[config.mk]
export PLATFORM = sky130hd
export DESIGN_NAME = ntt_butterfly_dual
export DESIGN_NICKNAME = d
export VERILOG_FILES = /design/src/rtl/ntt_butterfly_dual.sv
export SDC_FILE = /design/constraint.sdc
export NUM_CORES = 1
export LEC_CHECK = 0
export CAP_MARGIN = 20
export CORE_UTILIZATION = 45
export CTS_CLUSTER_DIAMETER = 30
export DETAILED_ROUTE_END_ITERATION = 6
export GPL_TIMING_DRIVEN = 0
export PLACE_DENSITY = 0.69
export SLEW_MARGIN = 20
export SYNTH_ARGS = -nofsm -noshare
export SYNTH_HDL_FRONTEND = slang
export SYNTH_SLANG_ARGS = --single-unit
[constraint.sdc]
create_clock -name clk -period 25 [get_ports clk]
set_input_delay 6.25 -clock clk [delete_from_list [all_inputs] [get_ports clk]]
set_output_delay 6.25 -clock clk [all_outputs]
set_load 0.01 [all_outputs]
[src/rtl/ntt_butterfly_dual.sv]
// Dual-mode radix-2 NTT butterfly (CT forward / GS inverse per sample), latency MUL_STAGES+2.
// Define INTT_HALVE_EN to scale GS results by 2^-1 mod q in the output stage.
module ntt_butterfly_dual #(
  parameter int DATA_WIDTH = 12,
  parameter int MODULUS    = 3329,
  parameter int MUL_STAGES = 3,
  parameter int TAG_WIDTH  = 8
) (
  input  logic                  clk,
  input  logic                  rst_n,
  input  logic                  enable,
  input  logic                  clr_err,
  input  logic                  valid_in,
  input  logic                  mode_in,
  input  logic [TAG_WIDTH-1:0]  tag_in,
  input  logic [DATA_WIDTH-1:0] a_in,
  input  logic [DATA_WIDTH-1:0] b_in,
  input  logic [DATA_WIDTH-1:0] twiddle,
  output logic [DATA_WIDTH-1:0] a_out,
  output logic [DATA_WIDTH-1:0] b_out,
  output logic [TAG_WIDTH-1:0]  tag_out,
  output logic                  mode_out,
  output logic                  valid_out,
  output logic                  busy,
  output logic                  range_err
);
  localparam int W = DATA_WIDTH;
  localparam int K = 2 * DATA_WIDTH;
  localparam int L = MUL_STAGES + 2;
  localparam logic [W:0]   Q1   = (W+1)'(MODULUS);
  localparam logic [K-1:0] QK   = K'(MODULUS);
  localparam logic [63:0]  BM64 = (64'd1 << K) / 64'(MODULUS);
  localparam logic [K-1:0] BM   = BM64[K-1:0];

  function automatic logic [W-1:0] mod_add(input logic [W-1:0] x, input logic [W-1:0] y);
    logic [W:0] s;
    s = {1'b0, x} + {1'b0, y};
    if (s >= Q1) s = s - Q1;
    return s[W-1:0];
  endfunction

  function automatic logic [W-1:0] mod_sub(input logic [W-1:0] x, input logic [W-1:0] y);
    logic [W:0] d;
    d = {1'b0, x} - {1'b0, y};
    if (d[W]) d = d + Q1;
    return d[W-1:0];
  endfunction

  // Barrett with k = 2W: for x < 2^k the quotient estimate is short by at most 1.
  function automatic logic [W-1:0] mod_red(input logic [K-1:0] x);
    logic [2*K-1:0] xm;
    logic [K-1:0]   t, r;
    xm = {{K{1'b0}}, x} * {{K{1'b0}}, BM};
    t  = xm[2*K-1:K];
    r  = x - t * QK;
    if (r >= QK) r = r - QK;
    return r[W-1:0];
  endfunction

`ifdef INTT_HALVE_EN
  function automatic logic [W-1:0] halve(input logic [W-1:0] v);
    logic [W:0] s;
    s = v[0] ? ({1'b0, v} + Q1) : {1'b0, v};
    return s[W:1];
  endfunction
`endif

  // stage 0: pre (GS add/sub), stages 1..MUL_STAGES: multiplier, stage L-1: output
  logic [L-1:0]                vld_pipe, mode_pipe;
  logic [L-1:0][TAG_WIDTH-1:0] tag_pipe;
  logic [W-1:0]                x0, y0, w0, p_q;
  logic [MUL_STAGES-1:0][W-1:0] x_d;
  logic [K-1:0]                prod0;
  logic                        bad_in;
  logic [W-1:0]                ra, rb;

  assign prod0  = {{W{1'b0}}, y0} * {{W{1'b0}}, w0};
  assign bad_in = ({1'b0, a_in} >= Q1) || ({1'b0, b_in} >= Q1) || ({1'b0, twiddle} >= Q1);

  always_ff @(posedge clk or negedge rst_n) begin
    if (!rst_n) begin
      vld_pipe  <= '0;
      mode_pipe <= '0;
      tag_pipe  <= '0;
      x0        <= '0;
      y0        <= '0;
      w0        <= '0;
      x_d       <= '0;
      range_err <= 1'b0;
    end else if (enable) begin
      vld_pipe  <= {vld_pipe[L-2:0], valid_in};
      mode_pipe <= {mode_pipe[L-2:0], mode_in};
      tag_pipe  <= {tag_pipe[L-2:0], tag_in};
      x0        <= mode_in ? mod_add(a_in, b_in) : a_in;
      y0        <= mode_in ? mod_sub(a_in, b_in) : b_in;
      w0        <= twiddle;
      x_d[0]    <= x0;
      for (int i = 1; i < MUL_STAGES; i++) x_d[i] <= x_d[i-1];
      if (valid_in && bad_in) range_err <= 1'b1;
      else if (clr_err)       range_err <= 1'b0;
    end
  end

  // Product is carried raw through the early stages; reduction lands in the last one.
  generate
    if (MUL_STAGES == 1) begin : g_mul1
      always_ff @(posedge clk or negedge rst_n) begin
        if (!rst_n)      p_q <= '0;
        else if (enable) p_q <= mod_red(prod0);
      end
    end else begin : g_muln
      logic [MUL_STAGES-2:0][K-1:0] prod_q;
      always_ff @(posedge clk or negedge rst_n) begin
        if (!rst_n) begin
          prod_q <= '0;
          p_q    <= '0;
        end else if (enable) begin
          prod_q[0] <= prod0;
          for (int i = 1; i < MUL_STAGES - 1; i++) prod_q[i] <= prod_q[i-1];
          p_q <= mod_red(prod_q[MUL_STAGES-2]);
        end
      end
    end
  endgenerate

  always_comb begin
    ra = mod_add(x_d[MUL_STAGES-1], p_q);
    rb = mod_sub(x_d[MUL_STAGES-1], p_q);
    if (mode_pipe[MUL_STAGES]) begin
`ifdef INTT_HALVE_EN
      ra = halve(x_d[MUL_STAGES-1]);
      rb = halve(p_q);
`else
      ra = x_d[MUL_STAGES-1];
      rb = p_q;
`endif
    end
  end

  always_ff @(posedge clk or negedge rst_n) begin
    if (!rst_n) begin
      a_out <= '0;
      b_out <= '0;
    end else if (enable) begin
      a_out <= ra;
      b_out <= rb;
    end
  end

  assign valid_out = vld_pipe[L-1];
  assign mode_out  = mode_pipe[L-1];
  assign tag_out   = tag_pipe[L-1];
  assign busy      = |vld_pipe;

endmodule

======== Yosys cells after proc, flatten, opt, wreduce, memory -nomap -nowiden ========
Cells that the tools add are included.
storage, ports and cells
  register bits after elaboration ......... 207
  logic and storage cells ................. 55
operators by class
  multipliers ............................. 3
  magnitude comparators ................... 6
  muxes and demuxes ....................... 11
  reduce and logical (&&, ||, !) cells .... 6
  $add $sub $neg .......................... 10
operators by type and width
  operator                  number
  $mux W12                  9
  $mul A24 B13 Y37 const B  1
  $ge A12 B12 Y1 const B    3
  $sub A12 B12 Y12 const B  3
  $add A12 B12 Y13          2
  $ge A13 B12 Y1 const B    2
  $sub A12 B12 Y13          2
  $add A12 B12 Y12 const B  2
  $ge A24 B12 Y1 const B    1
  $mul A12 B12 Y24          1
  $mul A13 B12 Y24 const B  1
  $sub A24 B24 Y24          1
  $reduce_or A5 Y1          1
  $logic_or A1 B1 Y1        2
  $mux W1                   2
  $reduce_and A2 Y1         1
  $reduce_bool A2 Y1        1
  $logic_and A1 B1 Y1       1

======== Logic depth before layout (Yosys ltp) ========
  depth in word-level cells ............... 6
  depth in mapped cells ................... 41
  mapped depth without buffers ............ 40

======== Least setup slack after synthesis ========
No wires, ideal clock.
  kind .................................... register to register
  start ................................... reg g_muln.prod_q[45] in the netlist's numbering
  end ..................................... reg p_q[3]
  period minus slack after synthesis ...... 9791 ps
  arrival time ............................ 9667 ps
  path slack .............................. 15209 ps
  stages on the path, launching flop included .. 41
  buffers on the path ..................... 0
  data required time ...................... 24876 ps
  cell sequence ........................... dfrtp_1 > inv_1 > fa_1 > fa_1 > fa_1 > inv_1 > fa_1 > inv_1 > fa_1 > inv_1 > ha_1 > nand4_1 > nor3_1 > o21ai_0 > a211oi_1 > o31a_1 > o21ai_0 > a21oi_1 > [... 5 more ...] > inv_1 > ha_1 > inv_1 > fa_1 > inv_1 > fa_1 > inv_1 > ha_1 > a21oi_2 > o21ai_1 > or3_1 > a21boi_0 > mux2i_1 > a2111oi_1 > nand4_4 > nor2_4 > nor3_1 > o31a_1
between the ends
  cells in the longest elaborated chain, start to end .. 5
  elaborated cells on any way between the ends .. 6
RTL lines
  element                                                    RTL line  source
  from (decl)                                                112       logic [MUL_STAGES-2:0][K-1:0] prod_q;
  $mul A24 B13 Y37                                           53        xm = {{K{1'b0}}, x} * {{K{1'b0}}, BM};
  $mul A13 B12 Y24                                           55        r = x - t * QK;
  $sub A24 B24 Y24 *                                         55
  $ge A24 B12 Y1 / $sub A12 B12 Y12 (equally long branches)  56        if (r >= QK) r = r - QK;
  $mux W12 *                                                 56
  to (signal assigned)                                       120       p_q <= mod_red(prod_q[MUL_STAGES-2]);
  to (decl)                                                  71        logic [W-1:0] x0, y0, w0, p_q;
Every way passes the cells marked *; elsewhere a longest branch is shown, timed or not.
A chain may end at the register's enable or synchronous reset.

======== Worst setup path after layout ========
  start ................................... reg g_muln.prod_q[45] in the netlist's numbering
  end ..................................... reg p_q[7]
Same word-level chain as after synthesis.

==> results.sh <==
export IMPL_status="finished clean"
export IMPL_required_ns=25.40
export IMPL_tightest_slew_ns=1.043
export IMPL_syn_area_mm2=0.02460
export IMPL_startpoint="g_muln.prod_q[45]$_DFFE_PN0P_"
export IMPL_ys_flop_type="dfrtp_1"
export IMPL_yosysWarningCount=0
export IMPL_crit_arrival_ns=12.10
export IMPL_num_vias=18990
export IMPL_cts_clk_slew_worst_paths_ns=0.05
export IMPL_antenna_found_initial=0
export IMPL_grt_pass1_wl_mm=103.0
export IMPL_dp_hpwl_mm=51.17
export IMPL_cts_setup_buffers=0
export IMPL_crit_path_frequent_cell="inv_1"
export IMPL_syn_to_final_growth_pct=13.74
export IMPL_grt_overflow=0
export IMPL_synth_avg_cell_area_um2=9.644
export IMPL_die_area_mm2=0.05561
export IMPL_hold_viol=0
export IMPL_io_buffer_count=84
export IMPL_path_max_fanout=8
export IMPL_coreArea_mm2=0.05392
export IMPL_hold_start="g_muln.prod_q[0]$_DFFE_PN0P_"
export IMPL_grt_pass1_vias=19800
export IMPL_ioPinCount=86
export IMPL_synth_distinct_cells=90
export IMPL_syn_nets=3181
export IMPL_slowest_delay_ns=0.70
export IMPL_drcViolationCount=0
export IMPL_r2r_start="g_muln.prod_q[45]$_DFFE_PN0P_"
export IMPL_end_kind="flop"
export IMPL_final_period_utilization_pct=46.79
export IMPL_maxSlewViolCount=0
export IMPL_final_cells=3415
export IMPL_placementRows=85
export IMPL_nFillCells=4821
export IMPL_synthCells=2551
export IMPL_yosysSeqAreaShare_pct=21.06
export IMPL_max_freq_mhz=85.49
export IMPL_cpMaxStageDelayCell="a2111oi_1"
export IMPL_cts_sinks=207
export IMPL_cts_hold_buffers=0
export IMPL_cts_resized=0
export IMPL_layout_nets=3314
export IMPL_startpoint_type="flop"
export IMPL_synthArstFlopShare_pct=100.0
export IMPL_post_drt_wl_per_cell_um=18.42
export IMPL_clockBufferDepth=3
export IMPL_die_y_um=235.8
export IMPL_hold_class="reg -> reg"
export IMPL_drt_wl_total_mm=62.90
export IMPL_insertedDiodeCount=0
export IMPL_drive_above_1_share_pct=8.974
export IMPL_cts_root_buf="clkbuf_16"
export IMPL_grt_use_total_pct=23.12
export IMPL_drt_first_pass_iters=7
export IMPL_start_util_pct=45.62
export IMPL_drt_vias_per_instance=5.560
export IMPL_postRouteAntennaNets=0
export IMPL_first_iter_violations=1120
export IMPL_maxCapViolCount=0
export IMPL_ys_ff_latch=207
export IMPL_setup_tns_final_ns=0
export IMPL_setup_viol=0
export IMPL_die_x_um=235.8
export IMPL_grt_max_degree=100
export IMPL_h_tree_depth=2
export IMPL_cts_tree="built"
export IMPL_cts_buffers=45
export IMPL_worst_setup_path_type="reg -> reg"
export IMPL_fin_skew_ns=0.01580
export IMPL_rsz0062_at_grt="no"
export IMPL_period_minus_slack_ns=11.70
export IMPL_synth_edf_count=0
export IMPL_dpl_cell_count=3333
export IMPL_relSlewSlack_pct=30.49
export IMPL_gp_congestion=0.9344
export IMPL_clk_latency_ns=0.56
## metrics by stage
stage,util (%),area [um2],hold WS [ns],setup WS (ns)
5_1_grt,51.89,27980,0.5117,12.65
2_1_floorplan,-,24600,0.4478,15.21
3_5_place_dp,48.91,26370,0.4730,13.29
6_report,51.89,27980,0.4775,13.30
3_3_place_gp,48.80,26310,0.4599,9.247
4_1_cts,51.89,27980,0.4811,13.26
## kinds of logic (layout without fill, tap and decap cells)
family / Yosys count / in the layout / synth area share, %
AO/OA/AOI/OAI: 406 / 406 / 10.99
adder cells (fa/ha/maj): 580 / 580 / 37.43
buffers and inverters: 539 / 707 / 8.422
multiplexers: 143 / 143 / 6.449
XOR/XNOR: 112 / 112 / 4.043
AND/OR/NAND/NOR: 564 / 564 / 11.61
flip-flops: 207 / 207 / 21.06
## worst max-delay path, delay by kind of cell, from the launching register on
family	cells	cell delay [ns]
muxes	1	0.10
adders and majority gates	12	5.11
xor gates and xnor gates	2	0.74
buffers and inverters	9	0.80
DFF	1	0.45
AOI/OAI and AO/OA	12	3.20
and+or+nand+nor	4	1.12
## layer usage
layer / up-vias / part of all wire, % / GRT usage (%)
li1: 8782 / - / -
met1: 9628 / 44 / 31.03
met5: - / 0 / 0
met3: 75 / 5.2 / 2.762
met2: 502 / 49 / 39.96
met4: 0 / 1.8 / 5.090
## worst paths after layout
check                                                     end  slack, ns  cells past startpoint
worst max-delay path                       p_q[7]$_DFFE_PN0P_      13.30                     40
worst min-delay path            g_muln.prod_q[24]$_DFFE_PN0P_       0.48                      2
worst max register to register             p_q[7]$_DFFE_PN0P_      13.30                     40
worst min register to register  g_muln.prod_q[24]$_DFFE_PN0P_       0.48                      2
max in group asynchronous       g_muln.prod_q[42]$_DFFE_PN0P_      18.74                      2
min in group asynchronous                b_out[0]$_DFFE_PN0P_       5.53                      1
## cells in the final DEF, fill, tap and decap left out, drive strengths merged, types with 18 or more instances in the layout
cell type        n
a21o            29
a21oi          103
a31oi           20
and2            56
and3            27
buf             23
clkbuf         127
clkdlybuf4s50   83
dfrtp          207
fa             260
ha             320
inv            447
mux2           124
mux2i           19
nand2          190
nand3           38
nor2            99
nor2b           18
nor3            34
o21ai          105
xnor2           68
xor2            43
## final cells by class
class | count | area (um2) | share of cell area, %
inverter | 446 | 1674 | 5.983
tap | 696 | 870.8 | 3.112
buffer | 93 | 397.9 | 1.422
clock buffer | 54 | 1231 | 4.400
clock inverter | 28 | 377.9 | 1.350
timing repair buffer | 86 | 900.9 | 3.219
sequential | 207 | 5180 | 18.51
multi-input combinational | 1805 | 17350 | 62.00
## sequential cells by signal, summed over array words and instances (netlist names)
| signal | count |
|---|---|
| tag_pipe | 32 |
| mode_pipe | 5 |
| b_out | 12 |
| x0 | 12 |
| g_muln.prod_q | 48 |
| p_q | 12 |
| w0 | 12 |
| y0 | 12 |
| vld_pipe | 5 |
| a_out | 12 |
| x_d | 36 |
| tag_out | 8 |
| range_err | 1 |
## cell usage after synthesis, drive strengths merged, types with 5 or more instances
library cell	instances	area, um2
and2	56	350.3
ha	320	4004
nand3b	8	60.06
nand2	190	713.2
nor4b	5	56.31
a211oi	16	120.1
and3	27	168.9
xnor2	68	595.6
clkbuf	73	274.0
o21bai	6	45.04
o21a	14	105.1
a221o	16	160.2
o221ai	10	87.58
a21o	29	217.7
a2111oi	6	66.32
nor2b	18	112.6
nor4	13	81.33
buf	20	123.9
nand3	38	190.2
mux2i	19	190.2
inv	445	1670
o2111ai	9	78.83
xor2	43	376.6
nor2	99	395.4
o211ai	16	130.1
nor3	34	175.2
a21oi	103	523.0
fa	260	5205
o31ai	5	42.54
or4	7	52.55
nand4	16	115.1
nand2b	15	101.3
mux2	124	1396
o21ai	105	536.8
dfrtp	207	5180
nor3b	12	90.09
o41ai	6	52.55
a31oi	20	131.4
or3	14	87.58
Power is left out: the tool's default activity adds up to more than one toggle a clock period on the data nets, which glitch-free logic cannot reach.
